### src/rtl/ball_centroid_if.sv
`default_nettype none
// ============================================================================
// Module   : ball_centroid_if
// Desc     : Bundle between the HSV pixel source / SPI threshold registers and
//            the ball_centroid block. master = producer side, slave = centroid
//            block. Bounding-box result signals exist only when the macro
//            CENTROID_BBOX_EN is defined.
// Revision : 1.0 - initial release
// ============================================================================
interface ball_centroid_if #(
    parameter int XW = 10,
    parameter int YW = 9,
    parameter int CW = 19
);
    // Camera timing and pixel stream
    logic          vsync;
    logic          href;
    logic          pix_valid;
    logic [8:0]    hue;
    logic          hue_invalid;
    logic [4:0]    saturation;
    logic [4:0]    value;
    // Classification thresholds
    logic [8:0]    hue_lo;
    logic [8:0]    hue_hi;
    logic [4:0]    sat_min;
    logic [4:0]    val_min;
    // Frame results
    logic [XW-1:0] cx;
    logic [YW-1:0] cy;
    logic [CW-1:0] count;
    logic          found;
    logic          result_valid;
    logic          overrun;
`ifdef CENTROID_BBOX_EN
    logic [XW-1:0] bb_xmin;
    logic [XW-1:0] bb_xmax;
    logic [YW-1:0] bb_ymin;
    logic [YW-1:0] bb_ymax;
`endif

    modport master (
        output vsync, href, pix_valid, hue, hue_invalid, saturation, value,
        output hue_lo, hue_hi, sat_min, val_min,
        input  cx, cy, count, found, result_valid, overrun
`ifdef CENTROID_BBOX_EN
        , input bb_xmin, bb_xmax, bb_ymin, bb_ymax
`endif
    );

    modport slave (
        input  vsync, href, pix_valid, hue, hue_invalid, saturation, value,
        input  hue_lo, hue_hi, sat_min, val_min,
        output cx, cy, count, found, result_valid, overrun
`ifdef CENTROID_BBOX_EN
        , output bb_xmin, bb_xmax, bb_ymin, bb_ymax
`endif
    );
endinterface
`default_nettype wire

### src/rtl/ball_centroid.sv
`default_nettype none
// ============================================================================
// Module   : ball_centroid
// Desc     : Classifies each HSV pixel against programmable hue/sat/value
//            thresholds, accumulates count and coordinate sums of matching
//            pixels over a camera frame and, at frame end, runs a sequential
//            restoring divider to produce the ball centroid (cx, cy).
//            Macro CENTROID_BBOX_EN adds a per-frame bounding box of matches.
// Revision : 1.0 - initial release
// ============================================================================
module ball_centroid #(
    parameter int XW        = 10,
    parameter int YW        = 9,
    parameter int CW        = 19,
    parameter int SW        = 28,
    parameter int MIN_COUNT = 16
) (
    input  logic           clk,
    input  logic           res,
    ball_centroid_if.slave bus
);
    localparam int              c_BW        = $clog2(SW + 1);
    localparam logic [2:0]      c_ST_IDLE   = 3'd0;
    localparam logic [2:0]      c_ST_CHECK  = 3'd1;
    localparam logic [2:0]      c_ST_DIVX   = 3'd2;
    localparam logic [2:0]      c_ST_DIVY   = 3'd3;
    localparam logic [2:0]      c_ST_DONE   = 3'd4;
    localparam logic [CW-1:0]   c_MIN_CNT   = CW'(MIN_COUNT);
    localparam logic [c_BW-1:0] c_LAST_STEP = c_BW'(SW - 1);
    localparam logic [XW-1:0]   c_X_ONES    = {XW{1'b1}};
    localparam logic [YW-1:0]   c_Y_ONES    = {YW{1'b1}};
    localparam logic [CW-1:0]   c_C_ONES    = {CW{1'b1}};
    localparam logic [SW-1:0]   c_S_ONES    = {SW{1'b1}};

    // ------------------------------------------------------------------------
    // Declarations
    // ------------------------------------------------------------------------
    logic            r_vsync_d;
    logic            r_href_d;
    logic [XW-1:0]   r_x_cnt;
    logic [YW-1:0]   r_y_cnt;
    logic [CW-1:0]   r_acc_cnt;
    logic [SW-1:0]   r_acc_sx;
    logic [SW-1:0]   r_acc_sy;
    logic [CW-1:0]   r_div_cnt;
    logic [SW-1:0]   r_div_sx;
    logic [SW-1:0]   r_div_sy;
    logic [2:0]      r_state;
    logic [2:0]      w_state_next;
    logic [CW-1:0]   r_rem;
    logic [SW-1:0]   r_quo;
    logic [c_BW-1:0] r_step;
    logic [XW-1:0]   r_qx;
    logic [YW-1:0]   r_qy;
    logic [XW-1:0]   r_cx;
    logic [YW-1:0]   r_cy;
    logic [CW-1:0]   r_count;
    logic            r_found;
    logic            r_result_valid;
    logic            r_overrun;

    logic            w_frame_end;
    logic            w_href_fall;
    logic            w_hue_ge_lo;
    logic            w_hue_le_hi;
    logic            w_in_window;
    logic            w_match;
    logic [CW-1:0]   w_cnt_inc;
    logic [SW:0]     w_sx_sum;
    logic [SW:0]     w_sy_sum;
    logic [SW-1:0]   w_sx_sat;
    logic [SW-1:0]   w_sy_sat;
    logic            w_below_min;
    logic            w_last_step;
    logic [CW:0]     w_shift;
    logic            w_ge;
    logic [CW-1:0]   w_sub;
    logic [CW-1:0]   w_rem_next;
    logic [SW-1:0]   w_quo_next;
    logic            w_capture;
    logic            w_div_start;
    logic            w_div_run;
    logic            w_publish;
    logic            w_overrun_set;

    // ------------------------------------------------------------------------
    // Edge detection and pixel classification
    // ------------------------------------------------------------------------
    assign w_frame_end = bus.vsync & ~r_vsync_d;
    assign w_href_fall = r_href_d & ~bus.href;

    // Inverted bounds (lo > hi) describe a window that wraps through hue 0.
    assign w_hue_ge_lo = (bus.hue >= bus.hue_lo);
    assign w_hue_le_hi = (bus.hue <= bus.hue_hi);
    assign w_in_window = (bus.hue_lo <= bus.hue_hi) ? (w_hue_ge_lo & w_hue_le_hi)
                                                    : (w_hue_ge_lo | w_hue_le_hi);
    assign w_match     = bus.pix_valid & ~bus.hue_invalid & w_in_window
                       & (bus.saturation >= bus.sat_min)
                       & (bus.value >= bus.val_min);

    // Saturating accumulator updates
    assign w_cnt_inc = (r_acc_cnt == c_C_ONES) ? r_acc_cnt : r_acc_cnt + 1'b1;
    assign w_sx_sum  = {1'b0, r_acc_sx} + {{(SW + 1 - XW){1'b0}}, r_x_cnt};
    assign w_sy_sum  = {1'b0, r_acc_sy} + {{(SW + 1 - YW){1'b0}}, r_y_cnt};
    assign w_sx_sat  = w_sx_sum[SW] ? c_S_ONES : w_sx_sum[SW-1:0];
    assign w_sy_sat  = w_sy_sum[SW] ? c_S_ONES : w_sy_sum[SW-1:0];

    // Registered copies of vsync/href for edge detection
    always_ff @(posedge clk) begin
        if (res) begin
            r_vsync_d <= 1'b0;
            r_href_d  <= 1'b0;
        end else begin
            r_vsync_d <= bus.vsync;
            r_href_d  <= bus.href;
        end
    end

    // Pixel coordinate counters: x per strobe, y per line, cleared in blanking
    always_ff @(posedge clk) begin
        if (res || bus.vsync) begin
            r_x_cnt <= '0;
            r_y_cnt <= '0;
        end else if (w_href_fall) begin
            r_x_cnt <= '0;
            if (r_y_cnt != c_Y_ONES) begin
                r_y_cnt <= r_y_cnt + 1'b1;
            end
        end else if (bus.pix_valid && (r_x_cnt != c_X_ONES)) begin
            r_x_cnt <= r_x_cnt + 1'b1;
        end
    end

    // Frame accumulators; a pixel coincident with frame end starts the new frame
    always_ff @(posedge clk) begin
        if (res) begin
            r_acc_cnt <= '0;
            r_acc_sx  <= '0;
            r_acc_sy  <= '0;
        end else if (w_frame_end) begin
            r_acc_cnt <= w_match ? {{(CW - 1){1'b0}}, 1'b1} : '0;
            r_acc_sx  <= w_match ? {{(SW - XW){1'b0}}, r_x_cnt} : '0;
            r_acc_sy  <= w_match ? {{(SW - YW){1'b0}}, r_y_cnt} : '0;
        end else if (w_match) begin
            r_acc_cnt <= w_cnt_inc;
            r_acc_sx  <= w_sx_sat;
            r_acc_sy  <= w_sy_sat;
        end
    end

    // Snapshot of the completed frame; frames ending mid-computation are dropped
    always_ff @(posedge clk) begin
        if (res) begin
            r_div_cnt <= '0;
            r_div_sx  <= '0;
            r_div_sy  <= '0;
        end else if (w_capture) begin
            r_div_cnt <= r_acc_cnt;
            r_div_sx  <= r_acc_sx;
            r_div_sy  <= r_acc_sy;
        end
    end

    // ------------------------------------------------------------------------
    // Control FSM
    // ------------------------------------------------------------------------
    assign w_below_min = (r_div_cnt < c_MIN_CNT);
    assign w_last_step = (r_step == c_LAST_STEP);

    // State register
    always_ff @(posedge clk) begin
        if (res) begin
            r_state <= c_ST_IDLE;
        end else begin
            r_state <= w_state_next;
        end
    end

    // Next-state logic
    always_comb begin
        w_state_next = r_state;
        case (r_state)
            c_ST_IDLE:  if (w_frame_end) w_state_next = c_ST_CHECK;
            c_ST_CHECK: w_state_next = w_below_min ? c_ST_DONE : c_ST_DIVX;
            c_ST_DIVX:  if (w_last_step) w_state_next = c_ST_DIVY;
            c_ST_DIVY:  if (w_last_step) w_state_next = c_ST_DONE;
            c_ST_DONE:  w_state_next = c_ST_IDLE;
            default:    w_state_next = c_ST_IDLE;
        endcase
    end

    // Per-state control strobes
    always_comb begin
        w_capture     = 1'b0;
        w_div_start   = 1'b0;
        w_div_run     = 1'b0;
        w_publish     = 1'b0;
        w_overrun_set = 1'b0;
        case (r_state)
            c_ST_IDLE:  w_capture   = w_frame_end;
            c_ST_CHECK: w_div_start = ~w_below_min;
            c_ST_DIVX:  w_div_run   = 1'b1;
            c_ST_DIVY:  w_div_run   = 1'b1;
            c_ST_DONE:  w_publish   = 1'b1;
            default:    w_publish   = 1'b0;
        endcase
        if (r_state != c_ST_IDLE) begin
            w_overrun_set = w_frame_end;
        end
    end

    // ------------------------------------------------------------------------
    // Restoring divider, shared by the x and y quotients
    // ------------------------------------------------------------------------
    // The partial remainder always stays below the divisor, so the shifted
    // value fits CW+1 bits and the difference fits CW bits.
    assign w_shift    = {r_rem, r_quo[SW-1]};
    assign w_ge       = (w_shift >= {1'b0, r_div_cnt});
    assign w_sub      = w_shift[CW-1:0] - r_div_cnt;
    assign w_rem_next = w_ge ? w_sub : w_shift[CW-1:0];
    assign w_quo_next = {r_quo[SW-2:0], w_ge};

    // One quotient bit per clock; sum-y is loaded as sum-x finishes
    always_ff @(posedge clk) begin
        if (res) begin
            r_rem  <= '0;
            r_quo  <= '0;
            r_step <= '0;
            r_qx   <= '0;
            r_qy   <= '0;
        end else if (w_div_start) begin
            r_rem  <= '0;
            r_quo  <= r_div_sx;
            r_step <= '0;
        end else if (w_div_run) begin
            if (w_last_step) begin
                r_rem  <= '0;
                r_step <= '0;
                if (r_state == c_ST_DIVX) begin
                    r_qx  <= w_quo_next[XW-1:0];
                    r_quo <= r_div_sy;
                end else begin
                    r_qy  <= w_quo_next[YW-1:0];
                    r_quo <= w_quo_next;
                end
            end else begin
                r_rem  <= w_rem_next;
                r_quo  <= w_quo_next;
                r_step <= r_step + 1'b1;
            end
        end
    end

    // Result registers; centroid held over frames where the ball is not found
    always_ff @(posedge clk) begin
        if (res) begin
            r_cx           <= '0;
            r_cy           <= '0;
            r_count        <= '0;
            r_found        <= 1'b0;
            r_result_valid <= 1'b0;
            r_overrun      <= 1'b0;
        end else begin
            r_result_valid <= w_publish;
            if (w_overrun_set) begin
                r_overrun <= 1'b1;
            end
            if (w_publish) begin
                r_count <= r_div_cnt;
                r_found <= ~w_below_min;
                if (!w_below_min) begin
                    r_cx <= r_qx;
                    r_cy <= r_qy;
                end
            end
        end
    end

    assign bus.cx           = r_cx;
    assign bus.cy           = r_cy;
    assign bus.count        = r_count;
    assign bus.found        = r_found;
    assign bus.result_valid = r_result_valid;
    assign bus.overrun      = r_overrun;

`ifdef CENTROID_BBOX_EN
    // ------------------------------------------------------------------------
    // Bounding box of matching pixels
    // ------------------------------------------------------------------------
    logic [XW-1:0] r_acc_xmin;
    logic [XW-1:0] r_acc_xmax;
    logic [YW-1:0] r_acc_ymin;
    logic [YW-1:0] r_acc_ymax;
    logic [XW-1:0] r_div_xmin;
    logic [XW-1:0] r_div_xmax;
    logic [YW-1:0] r_div_ymin;
    logic [YW-1:0] r_div_ymax;
    logic [XW-1:0] r_bb_xmin;
    logic [XW-1:0] r_bb_xmax;
    logic [YW-1:0] r_bb_ymin;
    logic [YW-1:0] r_bb_ymax;

    // Min/max trackers start empty (min all-ones, max zero) each frame
    always_ff @(posedge clk) begin
        if (res) begin
            r_acc_xmin <= c_X_ONES;
            r_acc_xmax <= '0;
            r_acc_ymin <= c_Y_ONES;
            r_acc_ymax <= '0;
        end else if (w_frame_end) begin
            r_acc_xmin <= w_match ? r_x_cnt : c_X_ONES;
            r_acc_xmax <= w_match ? r_x_cnt : '0;
            r_acc_ymin <= w_match ? r_y_cnt : c_Y_ONES;
            r_acc_ymax <= w_match ? r_y_cnt : '0;
        end else if (w_match) begin
            if (r_x_cnt < r_acc_xmin) r_acc_xmin <= r_x_cnt;
            if (r_x_cnt > r_acc_xmax) r_acc_xmax <= r_x_cnt;
            if (r_y_cnt < r_acc_ymin) r_acc_ymin <= r_y_cnt;
            if (r_y_cnt > r_acc_ymax) r_acc_ymax <= r_y_cnt;
        end
    end

    // Box snapshot taken alongside the count/sum snapshot
    always_ff @(posedge clk) begin
        if (res) begin
            r_div_xmin <= '0;
            r_div_xmax <= '0;
            r_div_ymin <= '0;
            r_div_ymax <= '0;
        end else if (w_capture) begin
            r_div_xmin <= r_acc_xmin;
            r_div_xmax <= r_acc_xmax;
            r_div_ymin <= r_acc_ymin;
            r_div_ymax <= r_acc_ymax;
        end
    end

    // Box outputs follow the centroid: updated only for found frames
    always_ff @(posedge clk) begin
        if (res) begin
            r_bb_xmin <= '0;
            r_bb_xmax <= '0;
            r_bb_ymin <= '0;
            r_bb_ymax <= '0;
        end else if (w_publish && !w_below_min) begin
            r_bb_xmin <= r_div_xmin;
            r_bb_xmax <= r_div_xmax;
            r_bb_ymin <= r_div_ymin;
            r_bb_ymax <= r_div_ymax;
        end
    end

    assign bus.bb_xmin = r_bb_xmin;
    assign bus.bb_xmax = r_bb_xmax;
    assign bus.bb_ymin = r_bb_ymin;
    assign bus.bb_ymax = r_bb_ymax;
`endif

endmodule
`default_nettype wire

### src/flat_wrapper.sv
// flat-port wrapper written by rule: the top's interface ports become plain ports
module ball_centroid_flat 
#(
    parameter int XW        = 10,
    parameter int YW        = 9,
    parameter int CW        = 19,
    parameter int SW        = 28,
    parameter int MIN_COUNT = 16
)
  (clk, res, bus_vsync, bus_href, bus_pix_valid, bus_hue, bus_hue_invalid, bus_saturation, bus_value, bus_hue_lo, bus_hue_hi, bus_sat_min, bus_val_min, bus_cx, bus_cy, bus_count, bus_found, bus_result_valid, bus_overrun);
  ball_centroid_if #(.XW(XW), .YW(YW), .CW(CW)) bus_i ();
  input  logic clk;
  input  logic res;
  input wire logic [$bits(bus_i.vsync)-1:0] bus_vsync;
  input wire logic [$bits(bus_i.href)-1:0] bus_href;
  input wire logic [$bits(bus_i.pix_valid)-1:0] bus_pix_valid;
  input wire logic [$bits(bus_i.hue)-1:0] bus_hue;
  input wire logic [$bits(bus_i.hue_invalid)-1:0] bus_hue_invalid;
  input wire logic [$bits(bus_i.saturation)-1:0] bus_saturation;
  input wire logic [$bits(bus_i.value)-1:0] bus_value;
  input wire logic [$bits(bus_i.hue_lo)-1:0] bus_hue_lo;
  input wire logic [$bits(bus_i.hue_hi)-1:0] bus_hue_hi;
  input wire logic [$bits(bus_i.sat_min)-1:0] bus_sat_min;
  input wire logic [$bits(bus_i.val_min)-1:0] bus_val_min;
  output wire logic [$bits(bus_i.cx)-1:0] bus_cx;
  output wire logic [$bits(bus_i.cy)-1:0] bus_cy;
  output wire logic [$bits(bus_i.count)-1:0] bus_count;
  output wire logic [$bits(bus_i.found)-1:0] bus_found;
  output wire logic [$bits(bus_i.result_valid)-1:0] bus_result_valid;
  output wire logic [$bits(bus_i.overrun)-1:0] bus_overrun;
  assign bus_i.vsync = bus_vsync;
  assign bus_i.href = bus_href;
  assign bus_i.pix_valid = bus_pix_valid;
  assign bus_i.hue = bus_hue;
  assign bus_i.hue_invalid = bus_hue_invalid;
  assign bus_i.saturation = bus_saturation;
  assign bus_i.value = bus_value;
  assign bus_i.hue_lo = bus_hue_lo;
  assign bus_i.hue_hi = bus_hue_hi;
  assign bus_i.sat_min = bus_sat_min;
  assign bus_i.val_min = bus_val_min;
  assign bus_cx = bus_i.cx;
  assign bus_cy = bus_i.cy;
  assign bus_count = bus_i.count;
  assign bus_found = bus_i.found;
  assign bus_result_valid = bus_i.result_valid;
  assign bus_overrun = bus_i.overrun;
  ball_centroid #(.XW(XW), .YW(YW), .CW(CW), .SW(SW), .MIN_COUNT(MIN_COUNT)) u_core (.clk(clk), .res(res), .bus(bus_i));
endmodule
### config.mk
export PLATFORM = sky130hd
export DESIGN_NAME = ball_centroid_flat
export DESIGN_NICKNAME = d
export VERILOG_FILES = /design/src/rtl/ball_centroid_if.sv /design/src/rtl/ball_centroid.sv /design/src/flat_wrapper.sv
export SDC_FILE = /design/constraint.sdc
export NUM_CORES = 1
export LEC_CHECK = 0
export BUFFER_PORTS_ARGS = -buffer_cell sky130_fd_sc_hd__buf_4
export CORE_ASPECT_RATIO = 1.1
export CORE_MARGIN = 1
export CORE_UTILIZATION = 30
export DETAILED_ROUTE_END_ITERATION = 10
export GPL_ROUTABILITY_DRIVEN = 1
export PLACE_DENSITY = 0.48
export SYNTH_ARGS = -nofsm -noshare
export SYNTH_HDL_FRONTEND = slang
export SYNTH_SLANG_ARGS = --single-unit
### constraint.sdc
create_clock -name clk -period 7.2 [get_ports clk]
set_input_delay 0 -clock clk [delete_from_list [all_inputs] [get_ports clk]]
set_output_delay 0 -clock clk [all_outputs]
set_load 0.005 [all_outputs]
==> flow_metrics.py <==
metrics = {
    "cts": {
        "clockRootBuffer": "clkbuf_16",
        "clk_pin_slew_ns": 0.06,
        "clkLatencyLatePin_ns": 0.53,
        "htreeDepth": 2,
        "cts_max_path_buffers": 3,
        "clock_sinks": 286,
        "tritoncts": "yes",
        "cts_setup_buffers": 0,
        "cts_resized": 0,
        "cts_made_buffers": 34,
    },
    "placed_design": {
        "gp_congestion": 0.861,
        "place_hpwl_um": 30400,
        "placedCellCount": 2599,
        "numPortBuffers": 93,
        "post-place-ws_ns": 3.71,
    },
    "floorplan": {
        "fp-row-count": 86,
        "core_area_sq_um": 50000,
        "die_w_um": 217,
        "die-height_um": 238,
        "io_pins": 94,
        "die_area_sq_um": 51600,
        "start_util_pct": 30.4,
    },
    "worst_setup_path": {
        "crit_chain": "inv_1, ha_1, fa_1, nor2b_1, o31ai_1, a21o_1, a211oi_2, o2111a_1, o21ai_0, o211ai_1",
        "worstSetupStartpointType": "flip-flop",
        "r2r_cells": 10,
        "crit_path_max_fanout": 23,
        "r2r-start": "u_core.r_quo[27]",
        "cp-end-kind": "flip-flop",
        "max_stage_delay_ns": 0.82,
        "r2r_slack_ns": 3.69,
        "crit_type": "flip-flop to flip-flop",
        "required_ns": 7.64,
        "regToRegEndpoint": "u_core.r_rem[17]",
        "critPathArrivalTime_ns": 3.94,
        "cp_slowest_cell": "o2111a_1",
    },
    "job": {
        "cap_violations": 0,
    },
    "sta": {
        "hold_viol_final": 0,
        "fmax_ghz": 0.285,
        "fin_crit_sh_pct": 48.7,
        "slew_viol_final": 0,
        "setup_viol": 0,
        "tightestPinTransition_ns": 1.12,
        "layout_setup_ws_ns": 3.69,
        "grt_setup_unrepaired": "no",
        "skew_ns": 0.0221,
        "slew_headroom_pct": 25.2,
        "fin_setup_tns_ns": 0,
        "period_needed_ns": 3.51,
    },
    "power": {
        "p_leak_nw": 6.26,
        "ir_worst_vdd_v": 0.000149,
        "report.power.total_mw": 3.56,
        "powerDensity_nw_per_um2": 202,
    },
    "synthesis": {
        "synth_cells": 1957,
        "synth_ff_type": "dfxtp_1",
        "synth.distinct_cells": 67,
        "synth.cell_area_sq_um": 15200,
        "synthTopCellsByArea": "dfxtp_1, nand2_1, a21oi_1, ha_1, nor2_1",
        "ys.warnings.count": 0,
        "synth_seq_cells": 286,
        "syn_nets": 2093,
        "async_flop_share_pct": 0,
        "synth.yosys.seq_area_share_pct": 37.6,
        "avgSynthCellArea_sq_um": 7.78,
        "synth_largest_area_cell": "dfxtp_1",
        "synth_top_area_share_pct": 37.6,
        "synth-edff-count": 0,
    },
    "global_route": {
        "antenna_found_initial": 0,
        "grt_max_degree": 97,
        "grt_pass1_vias": 14000,
        "grt-ovfl-total": 0,
        "grt_pass1_wl_um": 74000,
        "grt_use_total_pct": 17.4,
    },
    "route": {
        "firstDrtPassIters": 5,
        "drt_iter0_markers": 943,
        "antenna_violating_nets_post_route": 0,
        "drt_wl_total_um": 44600,
        "vias": 14300,
        "wire_per_inst_um": 16.7,
        "vias_per_cell": 5.35,
        "drc": 0,
    },
    "cells_and_area": {
        "fill_cells": 5304,
        "final_cells": 2665,
        "num-nets-final": 2117,
        "num_antenna_cells": 0,
        "area_growth_pct": 15.7,
        "final_cell_mix": "nand2_1, dfxtp_1, a21oi_1, nor2_1, buf_4",
        "drive_above_1_share_pct": 9.73,
        "multiInputGateArea_sq_um": 8790,
        "seq_area_sq_um": 5730,
        "final_common_cell": "nand2_1",
    },
    "worst_hold_path": {
        "hold_path_class": "flip-flop to flip-flop",
        "holdPathStages": 2,
        "holdCritStartpoint": "u_core.bus.cy[1]",
        "min_to": "u_core.bus.cy[1]",
    },
    "status": {
        "status": "completed",
    },
}
flip-flops by register name, summed over array words and instances (netlist names), 10 cells and up:
register	flops
u_core.r_acc_sx	28
u_core.r_qx	10
u_core.r_rem	19
u_core.r_div_sx	28
u_core.r_x_cnt	10
u_core.r_acc_cnt	19
u_core.bus.count	19
u_core.bus.cx	10
u_core.r_acc_sy	28
u_core.r_quo	28
u_core.r_div_sy	28
u_core.r_div_cnt	19
where the power goes:
part | internal (mW) | total [mW] | leakage [nW] | switching [mW]
logic | 0.0626 | 0.223 | 3.41 | 0.161
clock network | 1.05 | 1.74 | 0.553 | 0.698
registers | 1.58 | 1.59 | 2.30 | 0.00308
per-layer routing:
layer	wire [um]	vias up	track usage [%]	part of all wire [%]
li1	-	7100	-	-
met1	21700	6764	23.7	49
met2	19800	321	27.9	44
met3	1880	79	2.40	4.2
met4	1230	0	5.95	2.8
met5	0	-	0	0
cell type report:
cell class / instances / share of cell area [%]
inverter: 67 / 1.43
timing repair buffer: 116 / 5.05
multi-input combinational: 1476 / 49.9
clock inverter: 11 / 0.668
clock buffer: 49 / 5.73
sequential: 286 / 32.5
tap: 660 / 4.69
cells by family (layout without fill, tap and decap cells):
group | count (synthesis) | in the layout | share of synthesized area, %
compound gates | 547 | 547 | 23.7
xor+xnor | 34 | 34 | 1.96
fa+ha+maj | 85 | 85 | 7.11
buf+inv | 195 | 243 | 4.93
flops | 286 | 286 | 37.6
mux | 20 | 20 | 1.32
simple gates | 790 | 790 | 23.3
per-stage QoR:
step	util, %	hold WS, ns	area [sq um]
6_report	35.2	0.453	17600
2_1_floorplan	-	0.128	15200
5_1_grt	35.2	0.471	17600
4_1_cts	35.2	0.455	17600
3_5_place_dp	32.8	0.236	16400
3_3_place_gp	32.8	0.228	16400
timing repair:
| item | in CTS | in global routing |
|---|---|---|
| hold endpoints to repair | 39 | 0 |
| hold buffers | 6 | 0 |
| setup endpoints to repair | 0 | 0 |
worst max-delay path: cells and delay by family, from the launching register on:
family          cells  cell delay, ns
compound gates      6            2.17
fa+ha+maj           2            0.63
flops               1            0.35
simple gates        1            0.18
buf+inv             1            0.07
how the worst max path moves through the flow:
stage | to | from | slack [ns] | cells past startpoint
floorplan | u_core.r_acc_sx[13] | u_core.r_x_cnt[0] | 4.51 | 10
global placement | u_core.r_acc_sy[1] | bus_sat_min[2] | 3.81 | 12
detailed placement | u_core.r_rem[17] | u_core.r_quo[27] | 3.71 | 10
CTS | u_core.r_rem[17] | u_core.r_quo[27] | 3.70 | 10
global route | u_core.r_rem[13] | u_core.r_quo[27] | 3.45 | 10
finish | u_core.r_rem[17] | u_core.r_quo[27] | 3.69 | 10
synthesized netlist by cell type (14+ instances only):
master	n
a211oi_1	28
a21o_1	14
a21oi_1	204
a311oi_1	46
a31oi_1	30
and3_1	23
clkbuf_1	110
dfxtp_1	286
ha_1	80
inv_1	67
mux2i_1	19
nand2_1	415
nand3_1	43
nand4_1	32
nor2_1	138
nor2b_1	14
nor3_1	32
o2111ai_1	35
o211ai_1	27
o21ai_0	65
o31ai_1	19
or3_1	18
xor2_1	21
Power figures use the tool's default switching activity.
